`src/rtl/vga_timing_gen.sv`:
```
// vga_timing_gen: combined horizontal/vertical VGA timing generator.
// Counts pixel positions on pix_en, decodes sync/active/strobes from the
// next counter values so every output is registered alongside the counters.
module vga_timing_gen #(
  parameter int unsigned H_ACTIVE = 640,
  parameter int unsigned H_FP     = 16,
  parameter int unsigned H_SYNC   = 96,
  parameter int unsigned H_BP     = 48,
  parameter int unsigned V_ACTIVE = 480,
  parameter int unsigned V_FP     = 10,
  parameter int unsigned V_SYNC   = 2,
  parameter int unsigned V_BP     = 33,
  parameter bit          H_POL    = 1'b0,
  parameter bit          V_POL    = 1'b0,
  parameter int unsigned HW       = 10,
  parameter int unsigned VW       = 10
) (
  input  logic          clk,
  input  logic          rst,
  input  logic          pix_en,
  input  logic          resync,
  output logic [HW-1:0] hcount,
  output logic [VW-1:0] vcount,
  output logic          hsync,
  output logic          vsync,
  output logic          active,
  output logic          line_start,
  output logic          frame_start,
  output logic          vblank_start
);

  localparam int unsigned H_TOTAL = H_ACTIVE + H_FP + H_SYNC + H_BP;
  localparam int unsigned V_TOTAL = V_ACTIVE + V_FP + V_SYNC + V_BP;

  // Window bounds are held one bit wider than the counters so a bound equal
  // to 2^HW (or 2^VW) is representable without truncation.
  localparam logic [HW:0] H_ACT_W  = (HW+1)'(H_ACTIVE);
  localparam logic [HW:0] HS_BEG_W = (HW+1)'(H_ACTIVE + H_FP);
  localparam logic [HW:0] HS_END_W = (HW+1)'(H_ACTIVE + H_FP + H_SYNC);
  localparam logic [VW:0] V_ACT_W  = (VW+1)'(V_ACTIVE);
  localparam logic [VW:0] VS_BEG_W = (VW+1)'(V_ACTIVE + V_FP);
  localparam logic [VW:0] VS_END_W = (VW+1)'(V_ACTIVE + V_FP + V_SYNC);

  localparam logic [HW-1:0] H_LAST = HW'(H_TOTAL - 1);
  localparam logic [VW-1:0] V_LAST = VW'(V_TOTAL - 1);

  // Reject configurations whose totals do not fit the counter widths.
  if (64'(H_TOTAL) > (64'd1 << HW)) begin : g_h_too_wide
    $error("vga_timing_gen: H_TOTAL exceeds 2**HW");
  end
  if (64'(V_TOTAL) > (64'd1 << VW)) begin : g_v_too_wide
    $error("vga_timing_gen: V_TOTAL exceeds 2**VW");
  end

  logic [HW-1:0] h_nxt;
  logic [VW-1:0] v_nxt;
  logic          h_sync_win;
  logic          v_sync_win;
  logic          h_act;
  logic          v_act;
  logic          at_line0;
  logic          at_vblank;
  logic          at_frame0;

  // Next position for an enabled step: resync wins, else count and wrap at totals.
  always_comb begin
    h_nxt = hcount;
    v_nxt = vcount;
    if (resync) begin
      h_nxt = '0;
      v_nxt = '0;
    end else if (hcount == H_LAST) begin
      h_nxt = '0;
      if (vcount == V_LAST) begin
        v_nxt = '0;
      end else begin
        v_nxt = vcount + VW'(1);
      end
    end else begin
      h_nxt = hcount + HW'(1);
    end
  end

  // Decode of the next position, registered together with the counters so
  // outputs always describe the hcount/vcount they are presented with.
  always_comb begin
    h_sync_win = ({1'b0, h_nxt} >= HS_BEG_W) && ({1'b0, h_nxt} < HS_END_W);
    v_sync_win = ({1'b0, v_nxt} >= VS_BEG_W) && ({1'b0, v_nxt} < VS_END_W);
    h_act      = ({1'b0, h_nxt} < H_ACT_W);
    v_act      = ({1'b0, v_nxt} < V_ACT_W);
    at_line0   = (h_nxt == '0);
    at_frame0  = at_line0 && (v_nxt == '0);
    at_vblank  = at_line0 && ({1'b0, v_nxt} == V_ACT_W);
  end

  // Counter and output registers; strobes are cleared on non-enabled clocks.
  always_ff @(posedge clk) begin
    if (rst) begin
      hcount       <= '0;
      vcount       <= '0;
      hsync        <= ~H_POL;
      vsync        <= ~V_POL;
      active       <= 1'b1;
      line_start   <= 1'b0;
      frame_start  <= 1'b0;
      vblank_start <= 1'b0;
    end else if (pix_en) begin
      hcount       <= h_nxt;
      vcount       <= v_nxt;
      hsync        <= h_sync_win ? H_POL : ~H_POL;
      vsync        <= v_sync_win ? V_POL : ~V_POL;
      active       <= h_act && v_act;
      line_start   <= at_line0;
      frame_start  <= at_frame0;
      vblank_start <= at_vblank;
    end else begin
      line_start   <= 1'b0;
      frame_start  <= 1'b0;
      vblank_start <= 1'b0;
    end
  end

endmodule

```
`config.mk`:
```
export PLATFORM = sky130hd
export DESIGN_NAME = vga_timing_gen
export DESIGN_NICKNAME = d
export VERILOG_FILES = /design/src/rtl/vga_timing_gen.sv
export SDC_FILE = /design/constraint.sdc
export NUM_CORES = 1
export LEC_CHECK = 0
export ABC_AREA = 1
export BUFFER_PORTS_ARGS = -buffer_cell sky130_fd_sc_hd__buf_4
export CORE_MARGIN = 2
export CORE_UTILIZATION = 37
export DETAILED_ROUTE_END_ITERATION = 6
export PLACE_DENSITY_LB_ADDON = 0.1
export SETUP_SLACK_MARGIN = 0.3
export SLEW_MARGIN = 20
export SYNTH_ARGS = -nofsm -noshare
export SYNTH_HDL_FRONTEND = slang
export SYNTH_SLANG_ARGS = --single-unit
```
`constraint.sdc`:
```
create_clock -name clk -period 1.7 [get_ports clk]
set_input_delay 0.17 -clock clk [delete_from_list [all_inputs] [get_ports clk]]
set_output_delay 0.17 -clock clk [all_outputs]
set_load 0.005 [all_outputs]
```
Yosys cells after proc, flatten, opt, wreduce, memory -nomap -nowiden

Index checks and enable logic that the tools add are counted.

Output and inout port bits: 26
Register bits after elaboration: 26
Word-level logic and storage cells: 35
Input bits: 4

Add/subtract/negate cells: 2
Magnitude comparators: 6
Reductions and logical operators: 8
Bitwise logic cells: 1
Mux-type cells: 7
Eq/ne operators: 3

Operators by type and width:

| operator                | count |
|---|---|
| $mux W10                | 5 |
| $add A10 B1 Y10 const B | 2 |
| $eq A10 B10 Y1 const B  | 2 |
| $logic_not A10 Y1       | 2 |
| $lt A10 B10 Y1 const B  | 2 |
| $lt A10 B9 Y1 const B   | 2 |
| $eq A10 B9 Y1 const B   | 1 |
| $ge A10 B10 Y1 const B  | 1 |
| $ge A10 B9 Y1 const B   | 1 |
| $logic_and A1 B1 Y1     | 5 |
| $mux W1                 | 2 |
| $reduce_or A2 Y1        | 1 |
| $not A1 Y1              | 1 |

Depth between registers and ports, before layout

Gate-level depths: netlist of the first run.

Depth in word-level cells: 7
Mapped depth: 13
Depth with buffers taken out: 13

Worst setup path after synthesis of the first run

OpenSTA, ideal clock, no wires.

Path kind: register -> register
From: register hcount[0]
To: register vsync
Library setup time: 0.115 ns
Clock period less this slack: 1.713 ns
Arrival time: 1.598 ns
Path buffers: 1
Required time: 1.585 ns
Cell stages (with the launch flop): 12
Setup slack: -0.013 ns
Cell sequence: dfxtp_1 -> ha_1 -> nand4_2 -> nor2_4 -> buf_6 -> nor2_2 -> a21oi_2 -> nand3_1 -> nor2_2 -> nand3_1 -> nand2_1 -> nand2_1

Word-level cells in the longest chain between the ends: 6
Elaborated cells on any way between the ends: 7
Those cells by class: order compare: 2; eq/ne: 1; mux: 3; reduce/logical: 1

RTL lines:

| element                                               | line | RTL |
|---|---|---|
| start: declaration                                    | 22   | `output logic [HW-1:0] hcount,` |
| start signal: assignment                              | 108  | `hcount <= h_nxt;` |
| $eq A10 B10 Y1 (*)                                    | 72   | `end else if (hcount == H_LAST) begin` |
| $mux W10 (*)                                          | 72   |  |
| $mux W10 (*)                                          | 69   | `if (resync) begin` |
| $ge A10 B9 Y1 / $lt A10 B9 Y1 (equally long branches) | 88   | `v_sync_win = ({1'b0, v_nxt} >= VS_BEG_W) && ({1'b0, v_nxt} < VS_END_W);` |
| $logic_and A1 B1 Y1 (*)                               | 88   |  |
| $mux W1 (*)                                           | 111  | `vsync <= v_sync_win ? V_POL : ~V_POL;` |
| end signal: assignment                                | 102  | `vsync <= ~V_POL;` |
| end signal: assignment                                | 111  |  |
| end: declaration                                      | 25   | `output logic vsync,` |

Mark *: on every way between the ends. The rest lies on a longest branch, timed or not.
A chain may end at the register's enable or synchronous reset.

Worst setup path after layout of the first run

From: register hcount[1]
To: register vsync

Same word-level chain as after synthesis.

==> results by group, run 1 <==
Run
  – Total of max-cap violations: 0

Clock tree
  – Hold-fix buffers at CTS: 0
  – Total CTS buffers: 3
  – Max clock buf depth: 2
  – Htree depth: 1
  – Clock Latency Late Sink: 270 ps
  – Clock sinks: 26
  – Clock transition at path regs: 90 ps
  – CTS tree: built
  – CTS root buf: clkbuf_8

Placement
  – I/O Buffers: 29
  – Post-DP HPWL: 3760 um
  – Placer's final routability congestion estimate: 0.871

Setup path
  – Largest fanout on the critical path: 6
  – Setup crit start kind: flip-flop
  – Crit-path slowest cell: dfxtp_4
  – Crit path largest cell delay: 370 ps
  – Critical Path RT: 1870 ps
  – Most frequent CP cell: nand2_1
  – Setup Crit Path Kind: reg -> reg
  – Cell Chain, Critical Path: ha_4, nand4_4, nor2_4, buf_12, nand4_2, nand2_1, nand3_2, nor2_4, nand3_2, nand2_1, nand2_1
  – CP Capture Type: flip-flop
  – CP arrival: 1900 ps

Floorplanning
  – Die area: 0.00512 mm2
  – Rows: 24
  – Initial cell density of the core: 38.5%
  – Core area: 0.00438 mm2
  – Die span in x: 71.5 um
  – I/O pin count: 30
  – Die Ht: 71.5 um

Global routing
  – Vias in the first global route: 1833
  – Grt total ovfl: 0
  – Initial antenna violation count: 0
  – Largest net degree at the start of global routing: 25
  – First-pass GRT wire length: 8630 um
  – GRT Total Usage: 21.4%

Power and ir drop
  – Worst ir drop on vdd: 0.426 mV
  – Pwr/cell area: 522 mW/mm2
  – Pleak: 0.00132 uW

Detailed routing
  – WL/cell: 13.9 um
  – Detail Route Antenna Nets: 0
  – Vias: 2048
  – Initial DRC Count: 107
  – Vias/cell: 5.17
  – Drt total wl: 5510 um
  – DRC violations left: 0
  – DRT Pass-1 Iters: 4

Synthesis
  – Mapped Cells: 270
  – Synth top area share: 30.8%
  – Largest area contributor in the netlist: dfxtp_1
  – Syn Nets: 277
  – Synth top area cells: dfxtp_1 (31%), nand2_1 (16%), nand3_1 (8.3%)
  – Synth Register Bits: 26
  – Yosys cell types: 26
  – Sequential area share after synthesis: 30.8%
  – Yosys warns: 0
  – Syn Area/Cell: 6.25 um2
  – Synthesized area: 0.00169 mm2

Finish
  – Ant diodes: 0
  – Layout cells sized above 1: 45.6%
  – Fin nets: 352
  – Commonest cells after routing, fill and taps aside: buf_4 (70), nand2_1 (55), inv_1 (25)
  – Commonest non-fill, non-tap cell in the layout: buf_4
  – Util after Layout: 62.2%
  – Synth-to-layout area growth: 61.5%
  – FF+latch area: 541 um2
  – Filler Cell Count: 427
  – Multi-input logic area: 0.00135 mm2

Timing
  – Setup Skew: 4.53 ps
  – Max Freq: 579 MHz
  – Final hold viol count: 0
  – Max-slew violation count: 0
  – Crit path time final: 1730 ps
  – Measured slew at the worst slew-check pin: 273 ps
  – Tcrit/Tclk final: 102%
  – Relative slew slack: 81.7%
  – Final setup vio count: 3
  – Final WS setup: -27.1 ps
  – Unrepaired setup endpoints after global routing: true
  – Final TNS setup: -67.0 ps

Outcome
  – Status: finished, violations left
  – Violations in the final reports: setup timing

Worst hold path
  – Min-delay worst type: in -> reg
## cell type report
type	count	share of cell area, %
Multi-Input combinational cell	209	49.5
Timing Repair Buffer	76	22.7
Sequential cell	26	19.8
Inverter	29	3.99
Tap cell	52	2.39
Clock buffer	4	1.65
## synthesized netlist by cell type (all sizes together)
| master | number |
|---|---|
| nand3b | 3 |
| o211a | 1 |
| a21oi | 22 |
| nand2 | 77 |
| nor2 | 31 |
| o21bai | 3 |
| o211ai | 2 |
| nand4 | 7 |
| clkbuf | 6 |
| o21a | 1 |
| nand3 | 29 |
| inv | 28 |
| dfxtp | 26 |
| nor3 | 1 |
| o21ai | 23 |
| or2 | 1 |
| ha | 3 |
| xor2 | 4 |
| clkinv | 1 |
| buf | 1 |
## worst max-delay path: cells and delay by family, from the launching register on
family        cells  cell delay [ps]
fa+ha+maj         1              150
buf+inv           1              140
simple gates      9              960
flops             1              370
## logic make-up (layout without fill, tap and decap cells)
logic type,after synthesis,in the layout,synth area share (%)
adder cells (fa/ha/maj),3,3,2.22
buffers and inverters,36,109,8.45
AO/OA/AOI/OAI,52,52,16.8
flip-flops,26,26,30.8
AND/OR/NAND/NOR,149,150,39.6
XOR/XNOR,4,4,2.08
## power by group
part           total, uW  switching (uW)  internal, uW  leakage (uW)
clock                368             200           168     0.0000228
combinational        373             195           178       0.00108
sequential           681            38.0           643      0.000219
total               1420             433           989       0.00132
## metrics by stage
step	std cells	hold WS [ps]	power (uW)	worst slack, ps	area (um2)
finish	396	123	1420	-27.1	2730
global route	396	128	1500	-145	2730
global placement	382	401	997	-202	2270
CTS	393	114	1400	-13.5	2580
floorplan	270	265	838	149	1730
detailed placement	382	397	997	-155	2270
## timing repair
item                       in CTS  in global routing
gates resized for setup        53                 32
setup buffers                   5                  3
gates cloned                    2                  0
setup endpoints to repair      19                 24
pin swaps                      13                 16
## registers in the layout (all words and copies together) (netlist names)
register and count:
line_start 1, vcount 10, active 1, frame_start 1, hsync 1, vblank_start 1, hcount 10, vsync 1
## routing by layer
metal / vias up / share of wire (%) / GRT usage (%)
met4: 0 / 2.0 / 4.82
met3: 15 / 5.1 / 3.52
met5: - / 0 / 0
met2: 69 / 48 / 35.1
li1: 1040 / - / -
met1: 924 / 45 / 29.8
## final timing paths
check	from	endpoint	slack (ps)	cells past startpoint
setup / recovery	hcount[1]	vsync	-30	11
setup reg to reg	hcount[1]	vsync	-30	11
hold reg to reg	hsync	hsync	480	2
hold / removal	rst	hsync	120	3
No activity file was read; power rests on OpenSTA's default activity.
==> run 2, diff against run 1 <==
--- a/config.mk
+++ b/config.mk
@@ -6,7 +6,7 @@
 export NUM_CORES = 1
 export LEC_CHECK = 0
 export ABC_AREA = 1
-export BUFFER_PORTS_ARGS = -buffer_cell sky130_fd_sc_hd__buf_4
+export BUFFER_PORTS_ARGS = -buffer_cell sky130_fd_sc_hd__buf_2
 export CORE_MARGIN = 2
 export CORE_UTILIZATION = 37
 export DETAILED_ROUTE_END_ITERATION = 6
==> run 2 against run 1 <==
Net effect: the flow still finishes with violations (setup timing); wire length is 4.0% higher; register-to-register slack worse by 40 ps; clock skew up 1.3 ps; hold slack gained 10 ps; total power rose by 0.88%; sequential power about the same; via count is 3.2% higher; highest routed layer unchanged.
==> results by group, run 2 (same netlist as run 1, synthesis figures left out) <==
Clock tree
  – Clock sinks: 26
  – Max clock buf depth: 2
  – Total CTS buffers: 3
  – Htree depth: 1
  – Clock Latency Late Sink: 280 ps
  – CTS root buf: clkbuf_8
  – CTS tree: built
  – Hold-fix buffers at CTS: 0
  – Clock transition at path regs: 100 ps

Power and ir drop
  – Pwr/cell area: 512 mW/mm2
  – Sequential power share: 47.5%
  – Pleak: 0.00132 uW
  – Comb power frac: 26.0%
  – Sw Share: 32.3%
  – Worst ir drop on vdd: 0.360 mV
  – Clock Power Share: 26.5%
  – Sw power: 463 uW
  – Int Pwr: 972 uW

Global routing
  – Initial antenna violation count: 0
  – Largest net degree at the start of global routing: 25
  – First-pass GRT wire length: 8870 um
  – Grt total ovfl: 0
  – GRT Total Usage: 21.5%
  – Vias in the first global route: 1847

Timing
  – Max Freq: 567 MHz
  – Unrepaired setup endpoints after global routing: true
  – Relative slew slack: 68.1%
  – Tcrit/Tclk final: 104%
  – Max-slew violation count: 0
  – Setup Skew: 5.88 ps
  – Worst hold slack: 133 ps
  – Crit path time final: 1760 ps
  – Final WS setup: -62.4 ps
  – Measured slew at the worst slew-check pin: 476 ps
  – Final hold viol count: 0
  – Final TNS setup: -157 ps
  – Final setup vio count: 4

Detailed routing
  – Vias: 2114
  – DRT Pass-1 Iters: 4
  – WL/cell: 14.3 um
  – DRC violations left: 0
  – Initial DRC Count: 110
  – Detail Route Antenna Nets: 0
  – Drt total wl: 5730 um
  – Vias/cell: 5.29

Finish
  – Synth-to-layout area growth: 66.0%
  – Layout cells sized above 1: 50.9%
  – Commonest non-fill, non-tap cell in the layout: nand2_1
  – Commonest cells after routing, fill and taps aside: nand2_1 (50), buf_4 (41), buf_2 (29)
  – Largest regs: hcount x10, vcount x10
  – Ant diodes: 0
  – Fin nets: 356

Floorplanning
  – Die area: 0.00512 mm2
  – Die Ht: 71.5 um
  – I/O pin count: 30
  – Rows: 24
  – Die span in x: 71.5 um
  – Core area: 0.00438 mm2
  – Initial cell density of the core: 38.5%

Setup path
  – Largest fanout on the critical path: 4
  – Crit-path slowest cell: dfxtp_4
  – CP Capture Type: flip-flop
  – Setup Crit Path Kind: reg -> reg
  – CP arrival: 1980 ps
  – Setup crit start kind: flip-flop
  – Critical Path RT: 1920 ps
  – Cell family with most CP delay: simple AND/OR/NAND/NOR gates
  – CP Launch Point: hcount[1]
  – WP buf/inv: 2
  – Cell Chain, Critical Path: ha_4, buf_4, buf_4, nand3_1, nand2_1, nand3_1, nand2_1, nor2_1, nand4_1, nor2_1
  – Crit path largest cell delay: 370 ps
  – Worst R2R Start: hcount[1]

Worst hold path
  – Hold path start: rst
  – Min-delay worst type: in -> reg

Placement
  – I/O Buffers: 29
  – Placer's final routability congestion estimate: 0.890
  – Post-DP HPWL: 3680 um

Run
  – Total of max-cap violations: 0

Outcome
  – Status: finished, violations left
  – Violations in the final reports: setup timing
## run 2: cell type report
cell class	instances	area, um2
inverters	29	109
clock inverters	1	3.75
fillers	377	1580
repair buffers	81	602
well taps	52	65.1
clock buffers	3	41.3
multi-input cells	208	1430
flip-flops and latches	26	547
## run 2: power groups by stage
| stage | registers [uW] | logic, uW | clock network (uW) |
|---|---|---|---|
| finish | 681 | 373 | 381 |
| global route | 686 | 410 | 414 |
| CTS | 676 | 323 | 395 |
| detailed placement | 689 | 279 | 0 |
| global placement | 688 | 281 | 0 |
| floorplan | 696 | 142 | 0 |
## run 2: per-stage QoR
stage	area, um2	util, %	cells	setup slack (ps)	power, uW
6_report	2800	63.9	400	-62.4	1430
2_1_floorplan	1730	-	270	149	838
5_1_grt	2800	63.9	400	-143	1510
3_3_place_gp	2150	49.1	376	-205	969
4_1_cts	2530	57.7	393	-3.75	1390
3_5_place_dp	2150	49.1	376	-191	968
## run 2: timing repair
item / in CTS / in global routing
pin swaps: 20 / 29
resized for setup: 55 / 60
endpoints found under the setup margin: 21 / 22
cloned: 1 / 0
setup buffers: 12 / 7
## run 2: worst paths after layout
check	cells past startpoint	slack [ps]	to
setup / recovery	10	-60	vblank_start
setup reg to reg	10	-60	vblank_start
hold / removal	3	130	hsync
hold reg to reg	2	470	hsync
## run 2: worst register-to-register path, stage by stage (launching register included)
cell and delay (ps):
dfxtp_4 370, ha_4 170, buf_4 120, buf_4 130, nand3_1 70, nand2_1 50
nand3_1 190, nand2_1 100, nor2_1 170, nand4_1 210, nor2_1 140
## run 2: metal layers
metal  track usage (%)  vias to the layer above  wire, um
met2              35.4                       43      2780
met3              2.39                        8       192
li1                  -                     1046         -
met5                 0                        -         0
met4              3.77                        0        64
met1              30.9                     1017      2700
==> run 3, diff against run 2 <==
--- a/config.mk
+++ b/config.mk
@@ -8,7 +8,7 @@
 export ABC_AREA = 1
 export BUFFER_PORTS_ARGS = -buffer_cell sky130_fd_sc_hd__buf_2
 export CORE_MARGIN = 2
-export CORE_UTILIZATION = 37
+export CORE_UTILIZATION = 30
 export DETAILED_ROUTE_END_ITERATION = 6
 export PLACE_DENSITY_LB_ADDON = 0.1
 export SETUP_SLACK_MARGIN = 0.3
==> run 3 against run 2 <==
Net effect: the flow still finishes with violations (setup timing); utilization shrank 16 points; worst setup slack gained 59 ps; sequential share of layout area grew 1.1 points; clock power shrank 1%; final area shrank 5.7%; total power shrank 2.7%; sequential power shrank 1%; cell count grew 4.3%; sequential cell count is the same; hold slack gained 2.7 ps.
==> results by group, run 3 (same netlist as run 1, synthesis figures left out) <==
Power and ir drop
  – Worst ir drop on vdd: 0.296 mV
  – Total chip power: 1400 uW
  – Pleak: 0.00127 uW
  – Comb power frac: 24.9%
  – Sw power: 436 uW
  – Int Pwr: 960 uW
  – Clock Power Share: 26.9%
  – Sequential power share: 48.2%
  – Pwr/cell area: 529 mW/mm2
  – Sw Share: 31.2%

Detailed routing
  – Vias: 2002
  – Vias/cell: 4.80
  – WL/cell: 13.3 um
  – DRC violations left: 0
  – Initial DRC Count: 88
  – Drt total wl: 5540 um
  – DRT Pass-1 Iters: 4
  – Detail Route Antenna Nets: 0

Global routing
  – Largest net degree at the start of global routing: 42
  – First-pass GRT wire length: 8850 um
  – Vias in the first global route: 1882
  – Initial antenna violation count: 0
  – Grt total ovfl: 0
  – GRT Total Usage: 17.8%

Timing
  – Final setup vio count: 1
  – Tcrit/Tclk final: 100%
  – Measured slew at the worst slew-check pin: 395 ps
  – Final WS setup: -3.67 ps
  – Relative slew slack: 73.7%
  – Max-slew violation count: 0
  – Max Freq: 587 MHz
  – Final hold viol count: 0
  – Unrepaired setup endpoints after global routing: true
  – Setup Skew: 4.05 ps
  – Crit path time final: 1700 ps

Setup path
  – Worst R2R Start: hcount[1]
  – Setup Crit Path Kind: reg -> reg
  – Crit path largest cell delay: 370 ps
  – Crit-path slowest cell: dfxtp_4
  – Cell Chain, Critical Path: ha_4, nand4_4, nor2_4, buf_12, buf_4, nand2_1, nand3_2, inv_2, nand2_1, nor2_2, nand3_2, nand2_1, nand2_1
  – Worst reg-to-reg path cell count: 13
  – WP buf/inv: 3
  – Most frequent CP cell: nand2_1
  – Largest fanout on the critical path: 10
  – Crit path to: vsync
  – Critical Path RT: 1880 ps
  – R2R Path End: vsync
  – CP Capture Type: flip-flop
  – Worst path depth: 13
  – Setup crit start kind: flip-flop
  – R2r setup slk: -4 ps
  – CP Launch Point: hcount[1]
  – Cell family with most CP delay: simple AND/OR/NAND/NOR gates
  – CP arrival: 1880 ps

Finish
  – Fin nets: 353
  – Synth-to-layout area growth: 56.5%
  – Ant diodes: 0
  – Commonest cells after routing, fill and taps aside: nand2_1 (62), buf_4 (40), buf_2 (29)
  – Commonest non-fill, non-tap cell in the layout: nand2_1
  – Largest regs: hcount x10, vcount x10
  – Post-route insts no fill: 417
  – Layout cells sized above 1: 42.6%
  – Util after Layout: 48.3%

Floorplanning
  – Die Ht: 79.0 um
  – Rows: 27
  – Die area: 0.00624 mm2
  – I/O pin count: 30
  – Initial cell density of the core: 30.8%
  – Die span in x: 79.0 um
  – Core area: 0.00547 mm2

Clock tree
  – Total CTS buffers: 3
  – Clock transition at path regs: 100 ps
  – Max clock buf depth: 2
  – CTS tree: built
  – Clock sinks: 26
  – Clock Latency Late Sink: 280 ps
  – Htree depth: 1
  – CTS root buf: clkbuf_8

Run
  – Total of max-cap violations: 0

Placement
  – I/O Buffers: 29
  – Placer's final routability congestion estimate: 0.809
  – Placed Instances: 403
  – Post-DP HPWL: 3860 um
  – DP Worst Slack: -168 ps

Outcome
  – Status: finished, violations left
  – Violations in the final reports: setup timing

Worst hold path
  – Min-delay worst type: in -> reg
==> run 3: stage by stage <==
| step | TNS [ps] | hold slack [ps] | cell area (um2) |
|---|---|---|---|
| after floorplan | 0 | 265 | 1730 |
| after global placement | -496 | 425 | 2230 |
| after detailed placement | -454 | 423 | 2230 |
| after CTS | -19.8 | 134 | 2430 |
| after global routing | -577 | 151 | 2640 |
| final | -3.67 | 136 | 2640 |
==> run 3: power groups by stage <==
stage	combinational (uW)	clock, uW	sequential (uW)
finish	347	376	673
global route	387	403	679
floorplan	142	0	696
detailed placement	292	0	687
CTS	313	385	673
global placement	294	0	687
==> run 3: worst register-to-register path, delay by kind of cell, from the launching register on <==
family | cells | cell delay (ps)
AND/OR/NAND/NOR | 9 | 700
flip-flops | 1 | 370
adder cells (fa/ha/maj) | 1 | 170
buffers and inverters | 3 | 360
==> run 3: layer usage <==
layer / vias to the layer above / wire, um / global-route usage [%]
met2: 41 / 2510 / 28.3
met1: 911 / 2760 / 25.1
met3: 10 / 164 / 1.59
li1: 1040 / - / -
met5: - / 0 / 0
met4: 0 / 105 / 6.55
==> run 3: worst min path at each step <==
stage / startpoint / end / slack [ps] / depth (start not counted)
after floorplan: rst / active / 270 / 2
after global placement: rst / hsync / 430 / 3
after detailed placement: rst / hsync / 420 / 3
after CTS: rst / hsync / 130 / 3
after global routing: rst / hsync / 150 / 3
final: rst / hsync / 140 / 3
==> run 3: final cells by class <==
class | instances | area (um2)
Timing Repair Buffer | 78 | 556
Tap cell | 72 | 90.1
Clock buffer | 3 | 41.3
Sequential cell | 26 | 546
Multi-Input combinational cell | 208 | 1300
Inverter | 29 | 109
Clock inverter | 1 | 3.75
Fill cell | 568 | 2830
==> run 3: timing repair <==
action	CTS	global route
hold buffers	0	0
gates resized for setup	33	42
buffers inserted	3	7
pin swaps	5	22
endpoints found under the setup margin	19	23
